**src/rtl/mc_controller.sv**
```systemverilog
// rtl/mc_controller.sv - multi-cycle MIPS control FSM with a mult/div wait state
module mc_controller #(
    parameter int MULT_CYCLES = 5,
    parameter int DIV_CYCLES  = 10,
    parameter int ALUOP_W     = 5
) (
    input  logic               i_clk,
    input  logic               i_rst_n,
    input  logic [31:0]        i_instr,
    input  logic               i_zero,
    output logic               o_irwe,
    output logic               o_pcwe,
    output logic [1:0]         o_npcop,
    output logic [1:0]         o_wrsel,
    output logic [1:0]         o_wdsel,
    output logic               o_rfwe,
    output logic [1:0]         o_extop,
    output logic [1:0]         o_asel,
    output logic [1:0]         o_bsel,
    output logic [ALUOP_W-1:0] o_aluop,
    output logic               o_dmwe,
    output logic               o_md_start,
    output logic               o_md_op,
    output logic               o_hilo_sel,
    output logic               o_md_busy,
    output logic               o_instr_done,
    output logic [2:0]         o_state
);
    localparam int MD_MAX = (MULT_CYCLES > DIV_CYCLES) ? MULT_CYCLES : DIV_CYCLES;
    localparam int CNT_W  = $clog2(MD_MAX + 1);
    localparam logic [CNT_W-1:0] MULT_LD = CNT_W'(MULT_CYCLES - 1);
    localparam logic [CNT_W-1:0] DIV_LD  = CNT_W'(DIV_CYCLES - 1);

    typedef enum logic [2:0] {
        S_FETCH  = 3'd0,
        S_DECODE = 3'd1,
        S_EXEC   = 3'd2,
        S_MEM    = 3'd3,
        S_WB     = 3'd4,
        S_MDWAIT = 3'd5
    } state_t;

    state_t           r_state;
    logic [CNT_W-1:0] r_cnt;

    logic [5:0] w_op;
    logic [5:0] w_funct;
    logic w_rtype, w_addu, w_subu, w_sll, w_jr, w_mult, w_div, w_mfhi, w_mflo;
    logic w_ori, w_lui, w_lw, w_sw, w_beq, w_j, w_jal;
    logic w_known, w_wb_class, w_decode_retire;

    assign w_op    = i_instr[31:26];
    assign w_funct = i_instr[5:0];
    // The all-zero word is a nop here, not sll $0,$0,0, so it is excluded from R-type.
    assign w_rtype = (w_op == 6'b000000) && (|i_instr);
    assign w_addu  = w_rtype && (w_funct == 6'b100001);
    assign w_subu  = w_rtype && (w_funct == 6'b100011);
    assign w_jr    = w_rtype && (w_funct == 6'b001000);
    assign w_sll   = w_rtype && (w_funct == 6'b000000);
    assign w_mult  = w_rtype && (w_funct == 6'b011000);
    assign w_div   = w_rtype && (w_funct == 6'b011010);
    assign w_mfhi  = w_rtype && (w_funct == 6'b010000);
    assign w_mflo  = w_rtype && (w_funct == 6'b010010);
    assign w_ori   = (w_op == 6'b001101);
    assign w_lw    = (w_op == 6'b100011);
    assign w_sw    = (w_op == 6'b101011);
    assign w_beq   = (w_op == 6'b000100);
    assign w_lui   = (w_op == 6'b001111);
    assign w_jal   = (w_op == 6'b000011);
    assign w_j     = (w_op == 6'b000010);

    assign w_wb_class = w_addu | w_subu | w_sll | w_ori | w_lui | w_mfhi | w_mflo;
    assign w_known    = w_wb_class | w_jr | w_mult | w_div | w_lw | w_sw | w_beq | w_j | w_jal;
    assign w_decode_retire = w_j | w_jal | w_jr | ~w_known;

    always_ff @(posedge i_clk or negedge i_rst_n) begin
        if (!i_rst_n) begin
            r_state <= S_FETCH;
            r_cnt   <= '0;
        end else begin
            case (r_state)
                S_FETCH:  r_state <= S_DECODE;
                S_DECODE: r_state <= w_decode_retire ? S_FETCH : S_EXEC;
                S_EXEC: begin
                    if (w_wb_class) begin
                        r_state <= S_WB;
                    end else if (w_lw || w_sw) begin
                        r_state <= S_MEM;
                    end else if (w_mult || w_div) begin
                        r_cnt   <= w_div ? DIV_LD : MULT_LD;
                        r_state <= S_MDWAIT;
                    end else begin
                        r_state <= S_FETCH;
                    end
                end
                S_MEM:    r_state <= w_lw ? S_WB : S_FETCH;
                S_WB:     r_state <= S_FETCH;
                S_MDWAIT: begin
                    if (r_cnt != '0) begin
                        r_cnt <= r_cnt - 1'b1;
                    end else begin
                        r_state <= S_FETCH;
                    end
                end
                default:  r_state <= S_FETCH;
            endcase
        end
    end

    always_comb begin
        o_irwe     = 1'b0;
        o_pcwe     = 1'b0;
        o_rfwe     = 1'b0;
        o_dmwe     = 1'b0;
        o_md_start = 1'b0;
        o_md_busy  = 1'b0;
        o_npcop    = 2'd0;
        o_wrsel    = 2'd0;
        o_wdsel    = 2'd0;
        o_extop    = 2'd0;
        o_asel     = 2'd0;
        o_bsel     = 2'd0;
        o_aluop    = '0;
        o_md_op    = 1'b0;
        o_hilo_sel = 1'b0;
        if (i_rst_n) begin
            case (r_state)
                S_FETCH:  o_irwe = 1'b1;
                S_DECODE: begin
                    o_pcwe = w_decode_retire;
                    o_rfwe = w_jal;
                end
                S_EXEC: begin
                    o_pcwe     = w_beq;
                    o_md_start = w_mult | w_div;
                end
                S_MEM: begin
                    o_dmwe = w_sw;
                    o_pcwe = w_sw;
                end
                S_WB: begin
                    o_rfwe = 1'b1;
                    o_pcwe = 1'b1;
                end
                S_MDWAIT: begin
                    o_md_busy = 1'b1;
                    o_pcwe    = (r_cnt == '0);
                end
                default: ;
            endcase
            // IR is not valid during FETCH, so selects only follow decode afterwards.
            if (r_state != S_FETCH) begin
                if (w_j || w_jal)                          o_npcop = 2'd2;
                else if (w_jr)                             o_npcop = 2'd3;
                else if (w_beq && r_state == S_EXEC && i_zero) o_npcop = 2'd1;
                if (w_jal)                                 o_wrsel = 2'd2;
                else if (w_rtype)                          o_wrsel = 2'd1;
                if (w_lw)                                  o_wdsel = 2'd1;
                else if (w_mfhi || w_mflo)                 o_wdsel = 2'd3;
                else if (w_jal)                            o_wdsel = 2'd2;
                o_extop = {1'b0, w_lw | w_sw | w_beq};
                o_asel  = {1'b0, w_sll};
                o_bsel  = {1'b0, w_ori | w_lui | w_lw | w_sw};
                if (w_subu || w_beq)                       o_aluop = ALUOP_W'(1);
                else if (w_ori)                            o_aluop = ALUOP_W'(2);
                else if (w_lui)                            o_aluop = ALUOP_W'(3);
                else if (w_sll)                            o_aluop = ALUOP_W'(5);
                o_md_op    = w_div;
                o_hilo_sel = w_mfhi;
            end
        end
        o_instr_done = o_pcwe;
    end

    assign o_state = r_state;
endmodule

```
**config.mk**
```make
export PLATFORM = sky130hd
export DESIGN_NAME = mc_controller
export DESIGN_NICKNAME = d
export VERILOG_FILES = /design/src/rtl/mc_controller.sv
export SDC_FILE = /design/constraint.sdc
export NUM_CORES = 1
export LEC_CHECK = 0
export ABC_AREA = 1
export CORE_ASPECT_RATIO = 0.75
export CORE_MARGIN = 1.5
export CORE_UTILIZATION = 38
export CTS_CLUSTER_SIZE = 24
export DETAILED_ROUTE_END_ITERATION = 7
export PLACE_DENSITY = 0.81
export SLEW_MARGIN = 10
export SYNTH_ARGS = -nofsm -noshare
export SYNTH_HDL_FRONTEND = slang
export SYNTH_SLANG_ARGS = --single-unit
```
**constraint.sdc**
```tcl
create_clock -name i_clk -period 1.9 [get_ports i_clk]
set_input_delay 0.38 -clock i_clk [delete_from_list [all_inputs] [get_ports i_clk]]
set_output_delay 0.38 -clock i_clk [all_outputs]
set_load 0.05 [all_outputs]
```
==> impl_metrics.yaml, run 1 <==
logic_synthesis:
  synth.yosys.seq_area_share: 0.1620
  post_synthesis_cell_count: 185
  synthFlopType: "dfrtp_1"
  synth-async-reset-ratio: 1.000
  yosysMostFrequentCell: "nand2_1"
  synth.area.top_cells: "dfrtp_1 (16%), nand2_1 (11%), nor2_1 (10%), inv_1 (9.7%), nand3_1 (5.1%)"
  synth_top_cell_by_area: "dfrtp_1"
  synth_enable_flop_cells: 0
  synthesis.yosys.warnings: 0
  syn_area_per_cell_um2: 5.843
  ys_types: 32
  synth_largest_type_area_fraction: 0.1620
  flip_flop_and_latch_count_after_synthesis: 7
  synthesis.area_um2: 1081
  most_instantiated_cells_after_synthesis: "nand2_1 (33), nor2_1 (29), inv_1 (28)"
placed_design:
  pre_cts_ws_ns: -0.6453
  port-buffer-count: 58
  dpl-instance-area_um2: 2370
  gp_congestion: 0.8879
  dp_cells: 318
  hpwl_mm: 4.043
grt:
  grt_pass1_wl_mm: 13.64
  globalRoute.totalOverflow: 3
  grt_util_all_layers: 0.6104
  grt_start_max_net_pins: 9
  grt_pass1_vias: 2446
cts:
  htree_num_levels: 1
  postCtsHoldBufs: 0
  cts_root_buf: "clkbuf_8"
  clock_sink_count: 7
  cts_buffers: 3
  clockBufferDepth: 2
floorplan:
  die_width_um: 64.59
  vertical_die_dimension_um: 49.19
  top_level_ports: 64
  placement_rows: 16
  floorplan.initialDensity: 0.4060
status:
  run.stop_error: "[ERROR GRT-0116] Global routing finished with congestion. Check the congestion regions in the DRC Viewer."
  status: "did not finish"
  outcome.stop_stage: "global routing (5_1_grt)"
## layer usage
layer / GRT usage / overflow
met1: 0.5718 / 0
met2: 0.8125 / 0
met3: 0.4249 / 0
met4: 0.6738 / 3
met5: 0.1250 / 0
## logic make-up after synthesis
kind of cell	share of synthesized area
flip-flops	0.1620
buffers and inverters	0.1829
other	0.003469
AND/OR/NAND/NOR	0.5243
adder cells (fa/ha/maj)	0.02314
XOR/XNOR	0.008103
AO/OA/AOI/OAI	0.09607
## repair_timing
| item | 4_1_cts |
|---|---|
| gates resized for setup | 167 |
| pin swaps | 43 |
| setup endpoints to repair | 25 |
| endpoints found under the hold margin | 0 |
| buffers inserted | 17 |
## metrics by stage
step                      setup TNS (ns)  hold slack (ns)
after global placement            -7.794           0.5265
after detailed placement          -10.31           0.5470
after CTS                         -2.947           0.4691
after floorplan                  -0.9551          0.08441
==> run 2, diff against run 1 <==
--- a/config.mk
+++ b/config.mk
@@ -6,12 +6,10 @@
 export NUM_CORES = 1
 export LEC_CHECK = 0
 export ABC_AREA = 1
-export CORE_ASPECT_RATIO = 0.75
-export CORE_MARGIN = 1.5
-export CORE_UTILIZATION = 38
-export CTS_CLUSTER_SIZE = 24
+export CORE_AREA = 2 2 63 65
 export DETAILED_ROUTE_END_ITERATION = 7
-export PLACE_DENSITY = 0.81
+export DIE_AREA = 0 0 65 67
+export PLACE_DENSITY_LB_ADDON = 0.15
 export SLEW_MARGIN = 10
 export SYNTH_ARGS = -nofsm -noshare
 export SYNTH_HDL_FRONTEND = slang
==> run 2 against run 1 <==
  * The flow now finishes, with violations (negative setup slack)
  * Synthesized cell count unchanged
  * Area after synthesis unchanged
==> impl_metrics.yaml, run 2 <==
floorplan:
  vertical_die_dimension_um: 67
  floorplan.initialDensity: 0.2998
  die_width_um: 65
  placement_rows: 22
  top_level_ports: 64
  design.die.area_um2: 4355
  core-area_um2: 3606
logic_synthesis:
  synthesis.yosys.warnings: 0
  yosysMostFrequentCell: "nand2_1"
  dominant_combinational_cell_family_by_area_after_synthesis: "simple AND/OR/NAND/NOR gates"
  synth_enable_flop_cells: 0
  post_synthesis_cell_count: 185
  synth_largest_type_area_fraction: 0.1620
  synthesis.area_um2: 1081
  synth_top_cell_by_area: "dfrtp_1"
  muxShareOfSynthArea: 0
  synth-async-reset-ratio: 1.000
  ys_types: 32
  syn_area_per_cell_um2: 5.843
  synth.yosys.seq_area_share: 0.1620
  most_instantiated_cells_after_synthesis: "nand2_1 (33), nor2_1 (29), inv_1 (28)"
  synthFlopType: "dfrtp_1"
  synth-adder-area-share: 0.02315
  compound_cell_area_share_of_the_yosys_netlist: 0.09606
  synthXorXnorAreaFrac: 0.008102
  flip_flop_and_latch_count_after_synthesis: 7
  post_synth_and_or_nand_nor_area_fraction: 0.5243
  synth.area.top_cells: "dfrtp_1 (16%), nand2_1 (11%), nor2_1 (10%), inv_1 (9.7%), nand3_1 (5.1%)"
timing:
  report.final.setup_viol: 18
  final-hold-violation-count: 0
  fmax_ghz: 0.4649
  fin_crit_sh: 1.132
  post-route-worst-setup-slack_ns: -0.2512
  slew_viol_final: 0
  fin_skew_ns: 0.0002020
  final.min_clock_period_ns: 2.151
  totalNegativeSetupSlack_ns: -2.707
  grt_setup_unrepaired: "yes"
power_and_ir_drop:
  vdd_drop_max_uv: 408.9
  p_int_mw: 0.7229
  netSwitchingPower_mw: 0.6186
  p_comb_frac: 0.659
  power.static_leakage_nw: 1.239
  fraction_of_power_spent_switching_nets: 0.4611
  sequentialPowerShare: 0.190
  power_frac_clock: 0.151
  p_per_area_nw_per_um2: 501.3
grt:
  grt-busiest-layer: "met2"
  grt_start_max_net_pins: 9
  grt_util_all_layers: 0.2059
  global_route.usage.met2: 0.3866
  grt_pass1_wl_mm: 6.913
  grt.met1_usage: 0.2416
  grt_pass1_vias: 1544
  globalRoute.totalOverflow: 0
  global_routing_usage_on_met3: 0.04392
  antenna_found_initial: 0
cts:
  postCtsHoldBufs: 0
  clkLatencyLatePin_ns: 0.22
  clk_transition_reported_paths_ns: 0.04
  tritoncts: "built"
  htree_num_levels: 1
  cts_root_buf: "clkbuf_8"
  clock_sink_count: 7
  clockBufferDepth: 2
  cts_buffers: 3
drt:
  final_antenna_net_count: 0
  viasPerCell: 4.491
  remaining_drc_errors: 0
  routedWlPerCell_um: 12.47
  totalWireLength_mm: 4.364
  vias: 1572
  drt_pass_1_iters: 4
  initialDrtViolationCount: 47
placed_design:
  port-buffer-count: 58
  dpl-instance-area_um2: 2345
  gp_congestion: 0.8387
  hpwl_mm: 3.215
  pre_cts_ws_ns: -0.5712
final_layout:
  number_of_nets_in_the_finished_design: 340
  largest-register: "r_cnt"
  finalInstanceArea_um2: 2676
  mostFrequentLayoutCell: "buf_4"
  flow.area_growth_from_synthesis_pct: 147.6
  layout_common_cells: "buf_4 (50), nand2_1 (26), buf_12 (23), buf_6 (22), buf_2 (17)"
  largest_register_ffs: 4
  final_layout_size_suffix_gt1_frac: 0.6788
  antenna-diode-count: 0
worst_setup_path:
  critical_path.reg2reg.startpoint: "o_state[2]"
  crit_path_max_incr_delay_ns: 0.24
  cp_data_arrival_time_ns: 1.77
  critical_path_class: "primary input to output port"
  crit_path_frequent_cell: "nand2_2"
  setup.worst_path.end_class: "output port"
  crit_path_launch_type: "primary input"
  cp.required_ns: 1.52
  crit_path_max_fanout: 3
  timing.critical_path.cells: "buf_2 -> inv_2 -> nand2_2 -> nor2_4 -> nand2_2 -> nor2_2 -> nand2_2 -> nand3_2 -> nand2_2 -> nor2_4 -> nand2_2 -> a21oi_4 -> buf_12"
  launch_point_of_the_worst_path: "i_instr[2]"
  cp_slowest_cell: "a21oi_4"
hold_path:
  hold_class: "primary input to async pin"
status:
  failed_checks: "negative setup slack"
  status: "finished with violations"
job:
  drv.max_cap_violation_count: 0
run 2: cell counts after synthesis:
Identical to the previous run, type by type.
run 2: per-stage QoR:
step | hold slack, ns | cells | utilization | power, mW
global route | 0.1247 | 350 | 0.7422 | 1.435
finish | 0.1193 | 350 | 0.7422 | 1.342
detailed placement | 0.5370 | 328 | 0.6502 | 1.019
CTS | 0.4908 | 345 | 0.7002 | 1.263
global placement | 0.5241 | 328 | 0.6502 | 1.005
floorplan | 0.08441 | 189 | - | 0.7170
run 2: path summary, 6_finish.rpt:
path / slack (ns) / to / cells after the start
min reg2reg: 0.55 / r_cnt[3] / 2
min in group i_clk: 0.55 / r_cnt[3] / 2
min: 0.12 / o_state[2] / 2
max reg2reg: 0.23 / r_cnt[3] / 9
max: -0.25 / o_pcwe / 13
max in group asynchronous: 1.64 / o_state[2] / 2
run 2: area by class of cell:
cell class | count | area [um^2]
Inverter | 39 | 165.2
Sequential cell | 7 | 181.4
Fill cell | 279 | 929.6
Clock buffer | 4 | 45.04
Tap cell | 48 | 60.06
Timing Repair Buffer | 116 | 1211
Multi-Input combinational cell | 136 | 1013
run 2: cells by family (layout without fill, tap and decap cells):
logic type / Yosys count / in the layout
buffers and inverters: 46 / 159
other: 1 / 5
and+or+nand+nor: 110 / 110
AOI/OAI and AO/OA: 18 / 18
adders and majority gates: 2 / 2
DFF: 7 / 7
xor gates and xnor gates: 1 / 1
run 2: worst max-delay path, delay by kind of cell:
family,cells,cell delay (ns)
compound gates,1,0.24
buf+inv,3,0.33
simple gates,9,0.81
run 2: per-layer routing:
metal | vias to the layer above | wire, um
met5 | - | 0
met1 | 692 | 1751
met3 | 8 | 223
li1 | 808 | -
met4 | 0 | 55
met2 | 64 | 2334
run 2: power groups by stage:
stage / sequential (mW) / clock (mW) / combinational [mW]
2_1_floorplan: 0.279 / 0 / 0.438
3_3_place_gp: 0.240 / 0 / 0.765
3_5_place_dp: 0.241 / 0 / 0.778
4_1_cts: 0.241 / 0.212 / 0.810
5_1_grt: 0.265 / 0.223 / 0.947
6_report: 0.254 / 0.203 / 0.884
run 2: timing repair:
action / in CTS / in global routing
endpoints found under the setup margin: 21 / 21
setup buffers: 14 / 5
resized for setup: 154 / 34
hold endpoints to repair: 0 / 0
pin swaps: 45 / 33
(Power assumes the default switching activity.)
==> run 3, diff against run 2 <==
--- a/config.mk
+++ b/config.mk
@@ -6,11 +6,11 @@
 export NUM_CORES = 1
 export LEC_CHECK = 0
 export ABC_AREA = 1
+export CAP_MARGIN = 20
 export CORE_AREA = 2 2 63 65
 export DETAILED_ROUTE_END_ITERATION = 7
 export DIE_AREA = 0 0 65 67
 export PLACE_DENSITY_LB_ADDON = 0.15
-export SLEW_MARGIN = 10
 export SYNTH_ARGS = -nofsm -noshare
 export SYNTH_HDL_FRONTEND = slang
 export SYNTH_SLANG_ARGS = --single-unit
==> results of run 3 <==
Final layout, timing and power as in run 2 (identical DEF).
==> run 4, diff against run 3 <==
--- a/config.mk
+++ b/config.mk
@@ -11,6 +11,8 @@
 export DETAILED_ROUTE_END_ITERATION = 7
 export DIE_AREA = 0 0 65 67
 export PLACE_DENSITY_LB_ADDON = 0.15
+export SKIP_LAST_GASP = 1
+export SLEW_MARGIN = 5
 export SYNTH_ARGS = -nofsm -noshare
 export SYNTH_HDL_FRONTEND = slang
 export SYNTH_SLANG_ARGS = --single-unit
==> run 4 against run 3 <==
  * The flow still finishes with violations (negative setup slack)
  * Flip-flop and latch count is the same
  * Routed wire length shrank 1.3%
  * Final area shrank 0.94%
  * Clock-buffer cell count is the same
  * Combinational power shrank 2%
  * Clock skew is essentially flat
  * Die area is the same
  * Setup slack lost 0.021 ns
  * Via count grew 0.83%
  * Total power shrank 1.7%
  * Core utilization shrank 0.69 points
  * Sequential power shrank 3%
  * Critical endpoint unchanged
  * Largest cell class unchanged
  * Highest routed layer unchanged
==> impl_metrics.yaml, run 4 (synthesis results as in run 2) <==
grt:
  antenna_found_initial: 0
  globalRoute.totalOverflow: 0
  grt_pass1_wl_mm: 6.906
  grt_start_max_net_pins: 9
  grt_util_all_layers: 0.2055
  grt_pass1_vias: 1558
placed_design:
  hpwl_mm: 3.215
  pre_cts_ws_ns: -0.5712
  dp_cells: 328
  dpl-instance-area_um2: 2345
  gp_congestion: 0.8387
  port-buffer-count: 58
timing:
  slew_viol_final: 0
  finalHoldWorstSlack_ns: 0.4910
  final.min_clock_period_ns: 2.173
  report.final.setup_viol: 19
  fmax_ghz: 0.4603
  fin_skew_ns: 0.0004586
  grt_setup_unrepaired: "yes"
  fin_crit_sh: 1.143
  totalNegativeSetupSlack_ns: -2.708
  post-route-worst-setup-slack_ns: -0.2726
  final-hold-violation-count: 0
worst_setup_path:
  cp.required_ns: 1.52
  critical_path.reg2reg.startpoint: "o_state[2]"
  crit_path_max_fanout: 3
  cp_data_arrival_time_ns: 1.79
  setup.worst_path.end_class: "output port"
  crit_path_launch_type: "primary input"
  worst_r2r_path_depth: 9
  critical_path_class: "primary input to output port"
  launch_point_of_the_worst_path: "i_instr[22]"
final_layout:
  finalNonFillerCells: 351
  flow.area_growth_from_synthesis_pct: 145.3
  largest_register_ffs: 4
  finalInstanceArea_um2: 2651
  final_layout_size_suffix_gt1_frac: 0.6799
  layout_common_cells: "buf_4 (51), nand2_1 (26), buf_12 (23), buf_6 (21), buf_2 (19)"
  antenna-diode-count: 0
  number_of_nets_in_the_finished_design: 341
  largest-register: "r_cnt"
  mostFrequentLayoutCell: "buf_4"
hold_path:
  hold_class: "primary input to async pin"
drt:
  top_layer: "met4"
  vias: 1585
  drt_pass_1_iters: 4
  viasPerCell: 4.516
  wl_met1_mm: 1.789
  remaining_drc_errors: 0
  routedWlPerCell_um: 12.27
  final_antenna_net_count: 0
  totalWireLength_mm: 4.307
  wl_met3_um: 169
  initialDrtViolationCount: 40
  wl_met2_mm: 2.252
power_and_ir_drop:
  power.static_leakage_nw: 1.230
  p_per_area_nw_per_um2: 497.3
  vdd_drop_max_uv: 416.2
floorplan:
  top_level_ports: 64
  core-area_um2: 3606
  floorplan.initialDensity: 0.2998
  design.die.area_um2: 4355
  vertical_die_dimension_um: 67
  die_width_um: 65
  placement_rows: 22
cts:
  clkLatencyLatePin_ns: 0.22
  cts_root_buf: "clkbuf_8"
  clock_sink_count: 7
  tritoncts: "built"
  htree_num_levels: 1
  postCtsHoldBufs: 0
  clk_transition_reported_paths_ns: 0.04
  cts_buffers: 3
  clockBufferDepth: 2
status:
  failed_checks: "negative setup slack"
  status: "finished with violations"
job:
  drv.max_cap_violation_count: 0
==> run 4: changes by cell type in the layout (fill, tap and decap cells not counted), sizes merged <==
| cell | before | now |
|---|---|---|
| buf | 113 | 114 |
| clkdlybuf4s50 | 1 | 2 |
| dlymetal6s2s | 1 | 0 |
==> run 4: routing by layer <==
layer  track usage  vias up
li1              -      806
met1        0.2375      720
met2        0.3930       49
met3       0.04392       10
met4       0.02926        0
met5             0        -
==> run 4: layout make-up <==
cell class | instances | area (um^2)
inverter | 39 | 160.2
sequential | 7 | 181.4
timing repair buffer | 117 | 1200
tap | 48 | 60.06
clock buffer | 4 | 45.04
fill | 275 | 954.7
multi-input combinational | 136 | 1005
==> run 4: final timing paths <==
check,to,slack (ns)
worst min-delay path,o_state[2],0.49
worst min register to register,r_cnt[0],0.54
worst max register to register,r_cnt[1],0.21
min in group i_clk,r_cnt[0],0.54
worst max-delay path,o_pcwe,-0.27
max in group asynchronous,o_state[2],1.27
==> run 4: worst max-delay path: stages <==
cell and delay, ns:
buf_2 0.10, nor2_1 0.09, nand4_1 0.16, nor2_2 0.17, nand2_2 0.12, nand3_2 0.10, nand2_2 0.07, nor2_2 0.12
nand2_2 0.07, a21oi_4 0.23, buf_12 0.17
==> run 4: report_power, final <==
part / leakage, nW / total, mW / switching, mW / internal [mW]
clock network: 0.0228 / 0.203 / 0.0581 / 0.145
registers: 0.0854 / 0.247 / 0.0457 / 0.201
logic: 1.12 / 0.869 / 0.503 / 0.366
total: 1.23 / 1.32 / 0.607 / 0.712
==> run 4: through the flow <==
step / util / power [mW]
floorplan: - / 0.7170
CTS: 0.6926 / 1.259
finish: 0.7353 / 1.319
global route: 0.7353 / 1.415
global placement: 0.6502 / 1.005
detailed placement: 0.6502 / 1.019
==> run 4: what timing repair did <==
action	CTS	global route
resized for setup	149	32
buffers inserted	14	7
pin swaps	45	30
setup endpoints to repair	21	21
